==> config.mk <==
export PLATFORM = sky130hd
export DESIGN_NAME = clk_div_ctrl_flat
export DESIGN_NICKNAME = d
export VERILOG_FILES = /design/src/rtl/clk_div_ctrl_pkg.sv /design/src/rtl/clk_div_ctrl_if.sv /design/src/rtl/clk_div_ctrl_div_period_counter.sv /design/src/rtl/clk_div_ctrl.sv /design/src/flat_wrapper.sv
export SDC_FILE = /design/constraint.sdc
export NUM_CORES = 1
export LEC_CHECK = 0
export BUFFER_PORTS_ARGS = -buffer_cell sky130_fd_sc_hd__buf_4
export CAP_MARGIN = 15
export CELL_PAD_IN_SITES_DETAIL_PLACEMENT = 1
export CELL_PAD_IN_SITES_GLOBAL_PLACEMENT = 2
export CORE_MARGIN = 4
export CORE_UTILIZATION = 41
export DETAILED_ROUTE_END_ITERATION = 7
export GPL_TIMING_DRIVEN = 0
export MAX_ROUTING_LAYER = met4
export PLACE_DENSITY_LB_ADDON = 0.05
export SLEW_MARGIN = 20
export SYNTH_ARGS = -nofsm -noshare
export SYNTH_HDL_FRONTEND = slang
export SYNTH_HIERARCHICAL = 1
export SYNTH_SLANG_ARGS = --single-unit
==> constraint.sdc <==
create_clock -name clk -period 18.2 [get_ports clk]
set_input_delay 0.91 -clock clk [delete_from_list [all_inputs] [get_ports clk]]
set_output_delay 0.91 -clock clk [all_outputs]
set_load 0.01 [all_outputs]
==> src/rtl/clk_div_ctrl_pkg.sv <==
// -----------------------------------------------------------------------------
// clk_div_pkg
// Shared types and defaults for the programmable clock-divider controller.
//   state_e          : controller state encoding (IDLE/RUN/DRAIN, code 3 unused)
//   CNT_W_DFLT       : default width of counters and config fields
//   DEF_PERIOD_DFLT  : period (clk cycles) in force after reset
//   DEF_HIGH_DFLT    : high cycles per period in force after reset
// -----------------------------------------------------------------------------
package clk_div_pkg;

  localparam int CNT_W_DFLT      = 32;
  localparam int DEF_PERIOD_DFLT = 5;
  localparam int DEF_HIGH_DFLT   = 2;

  typedef enum logic [1:0] {
    ST_IDLE  = 2'd0,
    ST_RUN   = 2'd1,
    ST_DRAIN = 2'd2
  } state_e;

endpackage

==> src/rtl/clk_div_ctrl_if.sv <==
// -----------------------------------------------------------------------------
// clk_div_ctrl_if
// Configuration handshake between a config source and the divider controller.
//   cfg_valid  : source offers a new period/high pair
//   cfg_ready  : controller can take a configuration this cycle
//   cfg_period : requested period in clk cycles
//   cfg_high   : requested high time in clk cycles
//   cfg_err    : one-cycle pulse, the transferred configuration was rejected
// -----------------------------------------------------------------------------
interface clk_div_ctrl_if
  import clk_div_pkg::*;
#(
  parameter int CNT_W = CNT_W_DFLT
) ();

  logic             cfg_valid;
  logic             cfg_ready;
  logic [CNT_W-1:0] cfg_period;
  logic [CNT_W-1:0] cfg_high;
  logic             cfg_err;

  // Config source side
  modport master (
    output cfg_valid,
    output cfg_period,
    output cfg_high,
    input  cfg_ready,
    input  cfg_err
  );

  // Divider controller side
  modport slave (
    input  cfg_valid,
    input  cfg_period,
    input  cfg_high,
    output cfg_ready,
    output cfg_err
  );

endinterface

==> src/rtl/clk_div_ctrl_div_period_counter.sv <==
// -----------------------------------------------------------------------------
// div_period_counter
// Period counter producing the registered divided waveform and end tick.
//   clk, reset  : system clock, synchronous active-high reset
//   run_i       : controller will be running after the next edge
//   load_i      : restart the period at count 0 on the next edge
//   period_i    : active period (cycles), always >= 2
//   high_i      : active high time (cycles), 1..period_i-1
//   boundary_o  : current cycle is the last of the period (cnt == period-1)
//   div_out_o   : divided waveform, registered
//   tick_o      : high during the last cycle of each period, registered
// -----------------------------------------------------------------------------
module div_period_counter
  import clk_div_pkg::*;
#(
  parameter int CNT_W = CNT_W_DFLT
) (
  input  logic             clk,
  input  logic             reset,
  input  logic             run_i,
  input  logic             load_i,
  input  logic [CNT_W-1:0] period_i,
  input  logic [CNT_W-1:0] high_i,
  output logic             boundary_o,
  output logic             div_out_o,
  output logic             tick_o
);

  localparam logic [CNT_W-1:0] ONE = CNT_W'(1'b1);

  logic [CNT_W-1:0] cnt_q;
  logic [CNT_W-1:0] cnt_d;
  logic             div_out_q;
  logic             div_out_d;
  logic             tick_q;
  logic             tick_d;

  assign boundary_o = (cnt_q == (period_i - ONE));
  assign div_out_o  = div_out_q;
  assign tick_o     = tick_q;

  // Next count plus outputs decoded from that next count.
  // The active period/high may only change on an edge where the count
  // restarts at 0, and at count 0 the decode is always div_out=1, tick=0
  // (high>=1, period>=2), so decoding against the current values is exact.
  always_comb begin
    cnt_d     = '0;
    div_out_d = 1'b0;
    tick_d    = 1'b0;
    if (run_i && !load_i) begin
      if (boundary_o) begin
        cnt_d = '0;
      end else begin
        cnt_d = cnt_q + ONE;
      end
    end else begin
      cnt_d = '0;
    end
    if (run_i) begin
      div_out_d = (cnt_d < high_i);
      tick_d    = (cnt_d == (period_i - ONE));
    end else begin
      div_out_d = 1'b0;
      tick_d    = 1'b0;
    end
  end

  // Counter and output registers
  always_ff @(posedge clk) begin
    if (reset) begin
      cnt_q     <= '0;
      div_out_q <= 1'b0;
      tick_q    <= 1'b0;
    end else begin
      cnt_q     <= cnt_d;
      div_out_q <= div_out_d;
      tick_q    <= tick_d;
    end
  end

endmodule

==> src/rtl/clk_div_ctrl.sv <==
// -----------------------------------------------------------------------------
// clk_div_ctrl
// Run/stop and runtime-reconfiguration controller for the clock divider.
//   clk, reset  : system clock, synchronous active-high reset
//   start_i     : request to run (also cancels a pending stop while draining)
//   stop_i      : request to stop at the end of the current period
//   cfg         : config handshake (slave side), see clk_div_ctrl_if
//   div_out_o   : divided waveform, registered
//   tick_o      : last cycle of each period, registered
//   busy_o      : controller not idle
//   state_o     : current state code, for debug
// New configurations are validated on transfer; accepted ones load directly
// while idle, otherwise wait in shadow registers until the period boundary.
// -----------------------------------------------------------------------------
module clk_div_ctrl
  import clk_div_pkg::*;
#(
  parameter int CNT_W      = CNT_W_DFLT,
  parameter int DEF_PERIOD = DEF_PERIOD_DFLT,
  parameter int DEF_HIGH   = DEF_HIGH_DFLT
) (
  input  logic                clk,
  input  logic                reset,
  input  logic                start_i,
  input  logic                stop_i,
  clk_div_ctrl_if.slave       cfg,
  output logic                div_out_o,
  output logic                tick_o,
  output logic                busy_o,
  output logic [1:0]          state_o
);

  localparam logic [CNT_W-1:0] TWO = CNT_W'(2'd2);

  state_e           state_q;
  state_e           state_d;
  logic [CNT_W-1:0] act_period_q,  act_period_d;
  logic [CNT_W-1:0] act_high_q,    act_high_d;
  logic [CNT_W-1:0] pend_period_q, pend_period_d;
  logic [CNT_W-1:0] pend_high_q,   pend_high_d;
  logic             pend_vld_q,    pend_vld_d;
  logic             cfg_err_q,     cfg_err_d;

  logic             boundary;
  logic             cnt_run;
  logic             cnt_load;
  logic             cfg_xfer;
  logic             cfg_accept;
  logic             running;

  // A usable config has at least two cycles and both phases non-empty
  function automatic logic cfg_ok(input logic [CNT_W-1:0] period,
                                  input logic [CNT_W-1:0] high);
    return (period >= TWO) && (high != '0) && (high < period);
  endfunction

  assign cfg.cfg_ready = !pend_vld_q;
  assign cfg.cfg_err   = cfg_err_q;
  assign cfg_xfer      = cfg.cfg_valid && !pend_vld_q;
  assign cfg_accept    = cfg_xfer && cfg_ok(cfg.cfg_period, cfg.cfg_high);
  assign running       = (state_q == ST_RUN) || (state_q == ST_DRAIN);

  // FSM state register
  always_ff @(posedge clk) begin
    if (reset) begin
      state_q <= ST_IDLE;
    end else begin
      state_q <= state_d;
    end
  end

  // FSM next state; stop beats start, start while draining cancels the stop
  always_comb begin
    state_d = state_q;
    case (state_q)
      ST_IDLE: begin
        if (start_i) state_d = ST_RUN;
        else         state_d = ST_IDLE;
      end
      ST_RUN: begin
        if (stop_i) state_d = ST_DRAIN;
        else        state_d = ST_RUN;
      end
      ST_DRAIN: begin
        if (start_i && !stop_i) state_d = ST_RUN;
        else if (boundary)      state_d = ST_IDLE;
        else                    state_d = ST_DRAIN;
      end
      default: state_d = ST_IDLE;
    endcase
  end

  // FSM outputs and counter controls
  always_comb begin
    busy_o   = (state_q != ST_IDLE);
    state_o  = state_q;
    cnt_run  = (state_d != ST_IDLE);
    cnt_load = (state_q == ST_IDLE) && (state_d == ST_RUN);
  end

  // Config datapath next state: direct load when idle, shadow-then-boundary
  // when running. A transfer on a boundary cycle with no pending config
  // lands in the shadow and waits for the following boundary.
  always_comb begin
    act_period_d  = act_period_q;
    act_high_d    = act_high_q;
    pend_period_d = pend_period_q;
    pend_high_d   = pend_high_q;
    pend_vld_d    = pend_vld_q;
    cfg_err_d     = cfg_xfer && !cfg_accept;
    if (running) begin
      if (pend_vld_q && boundary) begin
        act_period_d = pend_period_q;
        act_high_d   = pend_high_q;
        pend_vld_d   = 1'b0;
      end else if (cfg_accept) begin
        pend_period_d = cfg.cfg_period;
        pend_high_d   = cfg.cfg_high;
        pend_vld_d    = 1'b1;
      end else begin
        pend_vld_d = pend_vld_q;
      end
    end else begin
      // Idle (or the unused code): nothing may stay pending here
      pend_vld_d = 1'b0;
      if (cfg_accept) begin
        act_period_d = cfg.cfg_period;
        act_high_d   = cfg.cfg_high;
      end else begin
        act_period_d = act_period_q;
      end
    end
  end

  // Config datapath registers
  always_ff @(posedge clk) begin
    if (reset) begin
      act_period_q  <= CNT_W'(DEF_PERIOD);
      act_high_q    <= CNT_W'(DEF_HIGH);
      pend_period_q <= '0;
      pend_high_q   <= '0;
      pend_vld_q    <= 1'b0;
      cfg_err_q     <= 1'b0;
    end else begin
      act_period_q  <= act_period_d;
      act_high_q    <= act_high_d;
      pend_period_q <= pend_period_d;
      pend_high_q   <= pend_high_d;
      pend_vld_q    <= pend_vld_d;
      cfg_err_q     <= cfg_err_d;
    end
  end

  div_period_counter #(
    .CNT_W (CNT_W)
  ) u_counter (
    .clk        (clk),
    .reset      (reset),
    .run_i      (cnt_run),
    .load_i     (cnt_load),
    .period_i   (act_period_q),
    .high_i     (act_high_q),
    .boundary_o (boundary),
    .div_out_o  (div_out_o),
    .tick_o     (tick_o)
  );

endmodule
==> src/flat_wrapper.sv <==
// flat-port wrapper written by rule: the top's interface ports become plain ports
module clk_div_ctrl_flat import clk_div_pkg::*;
#(
  parameter int CNT_W      = CNT_W_DFLT,
  parameter int DEF_PERIOD = DEF_PERIOD_DFLT,
  parameter int DEF_HIGH   = DEF_HIGH_DFLT
)
  (clk, reset, start_i, stop_i, div_out_o, tick_o, busy_o, state_o, cfg_cfg_valid, cfg_cfg_period, cfg_cfg_high, cfg_cfg_ready, cfg_cfg_err);
  clk_div_ctrl_if #(.CNT_W(CNT_W)) cfg_i ();
  input  logic clk;
  input  logic reset;
  input  logic start_i;
  input  logic stop_i;
  output logic div_out_o;
  output logic tick_o;
  output logic busy_o;
  output logic [1:0] state_o;
  input wire logic [$bits(cfg_i.cfg_valid)-1:0] cfg_cfg_valid;
  input wire logic [$bits(cfg_i.cfg_period)-1:0] cfg_cfg_period;
  input wire logic [$bits(cfg_i.cfg_high)-1:0] cfg_cfg_high;
  output wire logic [$bits(cfg_i.cfg_ready)-1:0] cfg_cfg_ready;
  output wire logic [$bits(cfg_i.cfg_err)-1:0] cfg_cfg_err;
  assign cfg_i.cfg_valid = cfg_cfg_valid;
  assign cfg_i.cfg_period = cfg_cfg_period;
  assign cfg_i.cfg_high = cfg_cfg_high;
  assign cfg_cfg_ready = cfg_i.cfg_ready;
  assign cfg_cfg_err = cfg_i.cfg_err;
  clk_div_ctrl #(.CNT_W(CNT_W), .DEF_PERIOD(DEF_PERIOD), .DEF_HIGH(DEF_HIGH)) u_core (.clk(clk), .reset(reset), .start_i(start_i), .stop_i(stop_i), .cfg(cfg_i), .div_out_o(div_out_o), .tick_o(tick_o), .busy_o(busy_o), .state_o(state_o));
endmodule
# --- Word level (Yosys, flattened, before mapping) ---
# Index checks and enable logic that the tools add are counted.
totals:
  ff_bits: 166
  inputBits: 69
  output_inout_bits: 7
  word_cells: 60
op_classes:
  addsub: 2
  order_cmp: 3
  eq_ne: 6
  mux: 13
  n_bitwise: 3
  reduce_logical: 23
op_table:
  columns: ["operator", "count"]
  rows:
  - ["$mux 32", 8]
  - ["$eq 32x32->1", 2]
  - ["$lt 32x32->1", 2]
  - ["$add 32x1->32 const B", 1]
  - ["$ge 32x2->1 const B", 1]
  - ["$reduce_bool 32->1", 1]
  - ["$sub 32x1->32 const B", 1]
  - ["$logic_and 1x1->1", 9]
  - ["$mux 2", 3]
  - ["$pmux 2 s3", 1]
  - ["$reduce_bool 2->1", 3]
  - ["$eq 2x1->1 const B", 2]
  - ["$logic_not 1->1", 4]
  - ["$not 1->1", 3]
  - ["$reduce_and 3->1", 1]
  - ["$reduce_or 3->1", 1]
  - ["$eq 2x2->1 const B", 1]
  - ["$logic_not 2->1", 1]
  - ["$ne 2x2->1 const B", 1]
  - ["$reduce_and 2->1", 1]
  - ["$reduce_or 2->1", 1]
  - ["$logic_or 1x1->1", 1]
  - ["$mux 1", 1]

# --- Logic depth before layout (Yosys ltp) ---
logic_depth:
  ltp_word: 11
  depth_mapped: 32
  ltp_nobuf: 28

# --- Modules after synthesis ---
# Netlist, hierarchy kept.
by_module_without_submodules:
  columns: ["module", "instances", "cells_per_inst", "area_per_inst_um2", "seq_area_each_um2"]
  rows:
  - ["clk_div_ctrl", 1, 734, 7111.8, 2642.5]
  - ["div_period_counter", 1, 643, 4650.7, 680.7]

# --- Least setup slack after synthesis ---
# OpenSTA, ideal clock, no wires.
synth_timing:
  path_type: "register -> register"
  startpoint: "register u_core.act_period_q[0]"
  endpoint: "register u_core.u_counter.div_out_q, in the netlist u_core/u_counter/div_out_o"
  setup_time_ns: 0.078
  t_arrival_ns: 5.828
  t_required_ns: 18.122
  slack_ns: 12.294
  stages_incl_launch_ff: 31
  n_path_buf: 4
  synth_period_minus_slack_ns: 5.906
  path_cell_list: "dfxtp_1 buf_6 nor3_4 nand4_4 o311a_1 or4_1 or4_1 or4b_4 nor3_1 nor2b_1 a21oi_1 a21oi_1 nor3_1 inv_1 o311ai_4 buf_6 buf_4 clkbuf_1 nor2_1 ha_1 a21o_1 a21o_1 a21oi_1 nor2b_1 o21ai_0 nand2b_1 a21oi_1 nor2b_1 o21ai_0 a21oi_1 nor3_1"
synth_via:
  elab_chain_cells: 11
synth_lines:
  columns: ["item", "line", "text"]
  rows:
  - ["start: declaration", "clk_div_ctrl.sv:37", "logic [CNT_W-1:0] act_period_q, act_period_d;"]
  - ["start signal: assignment", "clk_div_ctrl.sv:138", "act_period_q <= CNT_W'(DEF_PERIOD);"]
  - ["start signal: assignment", "clk_div_ctrl.sv:145", "act_period_q <= act_period_d;"]
  - ["$sub 32x1->32", "clk_div_ctrl_div_period_counter.sv:38", "assign boundary_o = (cnt_q == (period_i - ONE));"]
  - ["$eq 32x32->1", "clk_div_ctrl_div_period_counter.sv:38", null]
  - ["net u_core.boundary", "clk_div_ctrl.sv:44", "logic boundary;"]
  - ["$mux 2", "clk_div_ctrl.sv:86", "else if (boundary) state_d = ST_IDLE;"]
  - ["$mux 2", "clk_div_ctrl.sv:85", "if (start_i && !stop_i) state_d = ST_RUN;"]
  - ["$pmux 2 s3", "clk_div_ctrl.sv:75", "case (state_q)"]
  - ["$eq 2x1->1", "clk_div_ctrl.sv:98", "cnt_load = (state_q == ST_IDLE) && (state_d == ST_RUN);"]
  - ["$logic_and 1x1->1", "clk_div_ctrl.sv:98", null]
  - ["net u_core.cnt_load", "clk_div_ctrl.sv:46", "logic cnt_load;"]
  - ["$logic_not 1->1", "clk_div_ctrl_div_period_counter.sv:50", "if (run_i && !load_i) begin"]
  - ["$logic_and 1x1->1", "clk_div_ctrl_div_period_counter.sv:50", null]
  - ["$mux 32", "clk_div_ctrl_div_period_counter.sv:50", null]
  - ["net u_core.u_counter.cnt_d[17]", "clk_div_ctrl_div_period_counter.sv:32", "logic [CNT_W-1:0] cnt_d;"]
  - ["$lt 32x32->1", "clk_div_ctrl_div_period_counter.sv:60", "div_out_d = (cnt_d < high_i);"]
  - ["end signal: assignment", "clk_div_ctrl_div_period_counter.sv:76", "div_out_q <= div_out_d;"]
  - ["end: declaration", "clk_div_ctrl_div_period_counter.sv:33", "logic div_out_q;"]
# The timed path passes the listed nets, and every way through them passes these cells.
# A chain may end at the register's enable or synchronous reset.

# --- Worst setup path in the final report ---
layout_timing:
  startpoint: "register u_core.act_period_q[3]"
  endpoint: "register u_core.u_counter.div_out_q, in the netlist u_core/u_counter/div_out_o"
layout_lines:
  columns: ["item", "line", "text"]
  rows:
  - ["$sub 32x1->32", "clk_div_ctrl_div_period_counter.sv:38", null]
  - ["$eq 32x32->1", "clk_div_ctrl_div_period_counter.sv:38", null]
  - ["net u_core.boundary", "clk_div_ctrl.sv:44", null]
  - ["$mux 2", "clk_div_ctrl.sv:86", null]
  - ["$mux 2", "clk_div_ctrl.sv:85", null]
  - ["$pmux 2 s3", "clk_div_ctrl.sv:75", null]
  - ["$reduce_bool 2->1", "clk_div_ctrl.sv:97", "cnt_run = (state_d != ST_IDLE);"]
  - ["net u_core.cnt_run", "clk_div_ctrl.sv:45", "logic cnt_run;"]
  - ["$logic_and 1x1->1", "clk_div_ctrl_div_period_counter.sv:50", null]
  - ["$mux 32", "clk_div_ctrl_div_period_counter.sv:50", null]
  - ["net u_core.u_counter.cnt_d[17]", "clk_div_ctrl_div_period_counter.sv:32", null]
  - ["$lt 32x32->1", "clk_div_ctrl_div_period_counter.sv:60", null]
# The timed path passes the listed nets, and every way through them passes these cells.

==> results.yml <==
status:
  status: "complete, no violations"
floorplanning:
  dieArea_um2: 31460
  rows: 61
  io_pins: 76
  start_util_pct: 41.99
  die_h_um: 177.4
  core_area_um2: 28010
  dieWidth_um: 177.4
cts:
  root_buffer: "clkbuf_16"
  clk_pin_slew_ps: 70
  cts_resized: 0
  htreeDepth: 4
  holdBufCountCts: 0
  cts.sinks: 166
  clk_latency_ps: 440
  cts_buffers: 17
  cts_tree: "built"
  post_cts_buffers: 0
  clockBufferDepth: 2
sta:
  relSlewSlack_pct: 12.54
  fin_ws_ps: 10250
  max_slew.worst_pin.slew_ps: 1279
  finalHoldViolCount: 0
  worst_hold_slack_ps: 475.8
  fmax_ghz: 0.1258
  post-route-min-period_ps: 7947
  grt_setup_unrepaired: "false"
  finalSetupTns_ps: 0
  setup_viol: 0
  fin_worst_skew_ps: 19.49
  slew_viol_final: 0
  fin_crit_sh_pct: 43.67
power_and_ir_drop:
  p_per_area_nw_per_um2: 76.62
  p_leak_nw: 5.268
  finalPower_mw: 1.026
  peakVddDrop_mv: 0.06428
placement:
  dp_slack_ps: 10440
  placed_area_um2: 12810
  dp_hpwl_mm: 33.13
  routabilityCongestion: 0.9878
  dpl.cell_count: 1830
  port_buffers: 75
worst_setup_path:
  start_kind: "register"
  path_class: "reg2reg"
  cp-end-kind: "register"
  cp.required_ps: 18550
  max_stage_delay_ps: 1010
  path_max_fanout: 10
  cp_slowest_cell: "a2111oi_0"
  cpMostUsedCell: "a21oi_1"
  arrival_ps: 8300
global_route:
  grt_remaining_overflow: 0
  grt_max_degree: 17
  globalRoute.busiestLayer: "met2"
  grt_pass1_vias: 10700
  grt_use_met3_pct: 3.238
  antenna_found_initial: 0
  grt_util_met2_pct: 44.83
  grtUsageMet1_pct: 34.49
  grt_util_all_layers_pct: 27.02
  grt_pass1_wl_mm: 63.37
synth:
  synth.most_common_cell: "dfxtp_1"
  synth_area_leader_cell: "dfxtp_1"
  synth_nets: 1514
  muxShareOfSynthArea_pct: 10.64
  synthesis.area_um2: 11760
  ys_seq_elements: 166
  synth_ff_type: "dfxtp_1"
  synthSimpleGateAreaFrac_pct: 25.98
  synth_cell_types: 90
  synthTopCellsByCount: "dfxtp_1, nor2_1, nand2b_1"
  synth_compound_area_share_pct: 13.08
  ys_seq_area_share_pct: 28.25
  synth-xor-area-share_pct: 7.467
  ys_async_sr_fraction_pct: 0
  synth_top_family_by_area: "simple AND/OR/NAND/NOR gates"
  synth_fa_ha_area_share_pct: 7.318
  syn_avg_cell_area_um2: 8.542
  yosys_warnings: 6
  yosysTopAreaCellShare_pct: 28.25
  postSynthCellCount: 1377
  synth_edf_count: 0
  synthTopCellsByArea: "dfxtp_1, mux2i_1, nand2b_1"
layout:
  syn_to_final_growth_pct: 13.84
  diodes: 0
  stdcell_count: 1862
  final_area_um2: 13390
  layout-drive-gt1-share_pct: 11.46
  nFillCells: 3393
  num-nets-final: 1608
  final_util_pct: 47.80
detailed_routing:
  ant_nets: 0
  drt-initial-drc-count: 591
  dr.pass1.iters: 6
  via_per_inst: 5.551
  routed-via-count: 10340
  wl_per_cell_um: 22.10
  drc_errors: 0
  wl_mm: 41.15
job:
  cap_violations: 0
hold_path:
  hold_path_class: "reg2reg"
==> registers in the layout (all words and copies together) (netlist names) <==
signal	count
u_core/u_counter/tick_o	1
u_core/act_period_q	32
u_core/u_counter/div_out_o	1
u_core/cfg.cfg_err	1
u_core/pend_period_q	32
u_core/pend_high_q	32
u_core/pend_vld_q	1
u_core/u_counter/cnt_q	32
u_core/state_o	2
u_core/act_high_q	32
==> worst paths after layout <==
path | cells past startpoint | end | start | slack (ps)
setup / recovery | 30 | u_core/u_counter/div_out_o | u_core/act_period_q[3] | 10250
hold / removal | 2 | u_core/pend_period_q[9] | u_core/pend_period_q[9] | 480
setup reg to reg | 30 | u_core/u_counter/div_out_o | u_core/act_period_q[3] | 10250
hold reg to reg | 2 | u_core/pend_period_q[9] | u_core/pend_period_q[9] | 480
==> critical path: cells and delay by family (launching register included) <==
family | cells | cell delay, ps
compound gates | 12 | 2830
fa+ha+maj | 1 | 310
simple gates | 13 | 3210
buf+inv | 4 | 1050
flops | 1 | 390
==> cells in the final DEF, fill, tap and decap left out, drive strengths merged, types with 49 or more instances in the layout <==
cell and n:
clkbuf 64, a22o 61, nor2 152, mux2i 125
nand2b 144, inv 94, buf 108, nand2 49
dfxtp 166, xnor2 49, ha 68
==> layout make-up <==
class	count	area [µm²]	share of cell area (%)
Buffer	77	516.7	3.859
Clock buffer	20	466.7	3.485
Clock inverter	12	116.4	0.8690
Inverter	90	337.8	2.523
Multi-Input combinational cell	1044	7594	56.71
Sequential cell	166	3323	24.82
Tap cell	378	473.0	3.532
Timing Repair Buffer	75	563.0	4.205
==> cell families after synthesis <==
group / after synthesis
xor+xnor: 94
mux: 125
simple gates: 556
flops: 166
buf+inv: 167
compound gates: 200
fa+ha+maj: 69
==> power breakdown <==
group | switching [mW] | internal, mW | total (mW)
logic | 0.160 | 0.104 | 0.264
registers | 0.0166 | 0.381 | 0.397
clock network | 0.164 | 0.201 | 0.365
==> per-layer routing <==
layer / up-vias / share of wire (%) / wire length [µm]
met2: 214 / 47 / 19400
met4: 0 / 3.3 / 1342
met5: - / 0 / 0
met3: 54 / 3.0 / 1250
met1: 5031 / 47 / 19160
li1: 5037 / - / -
Note: power is estimated with default switching activity, not from simulation.
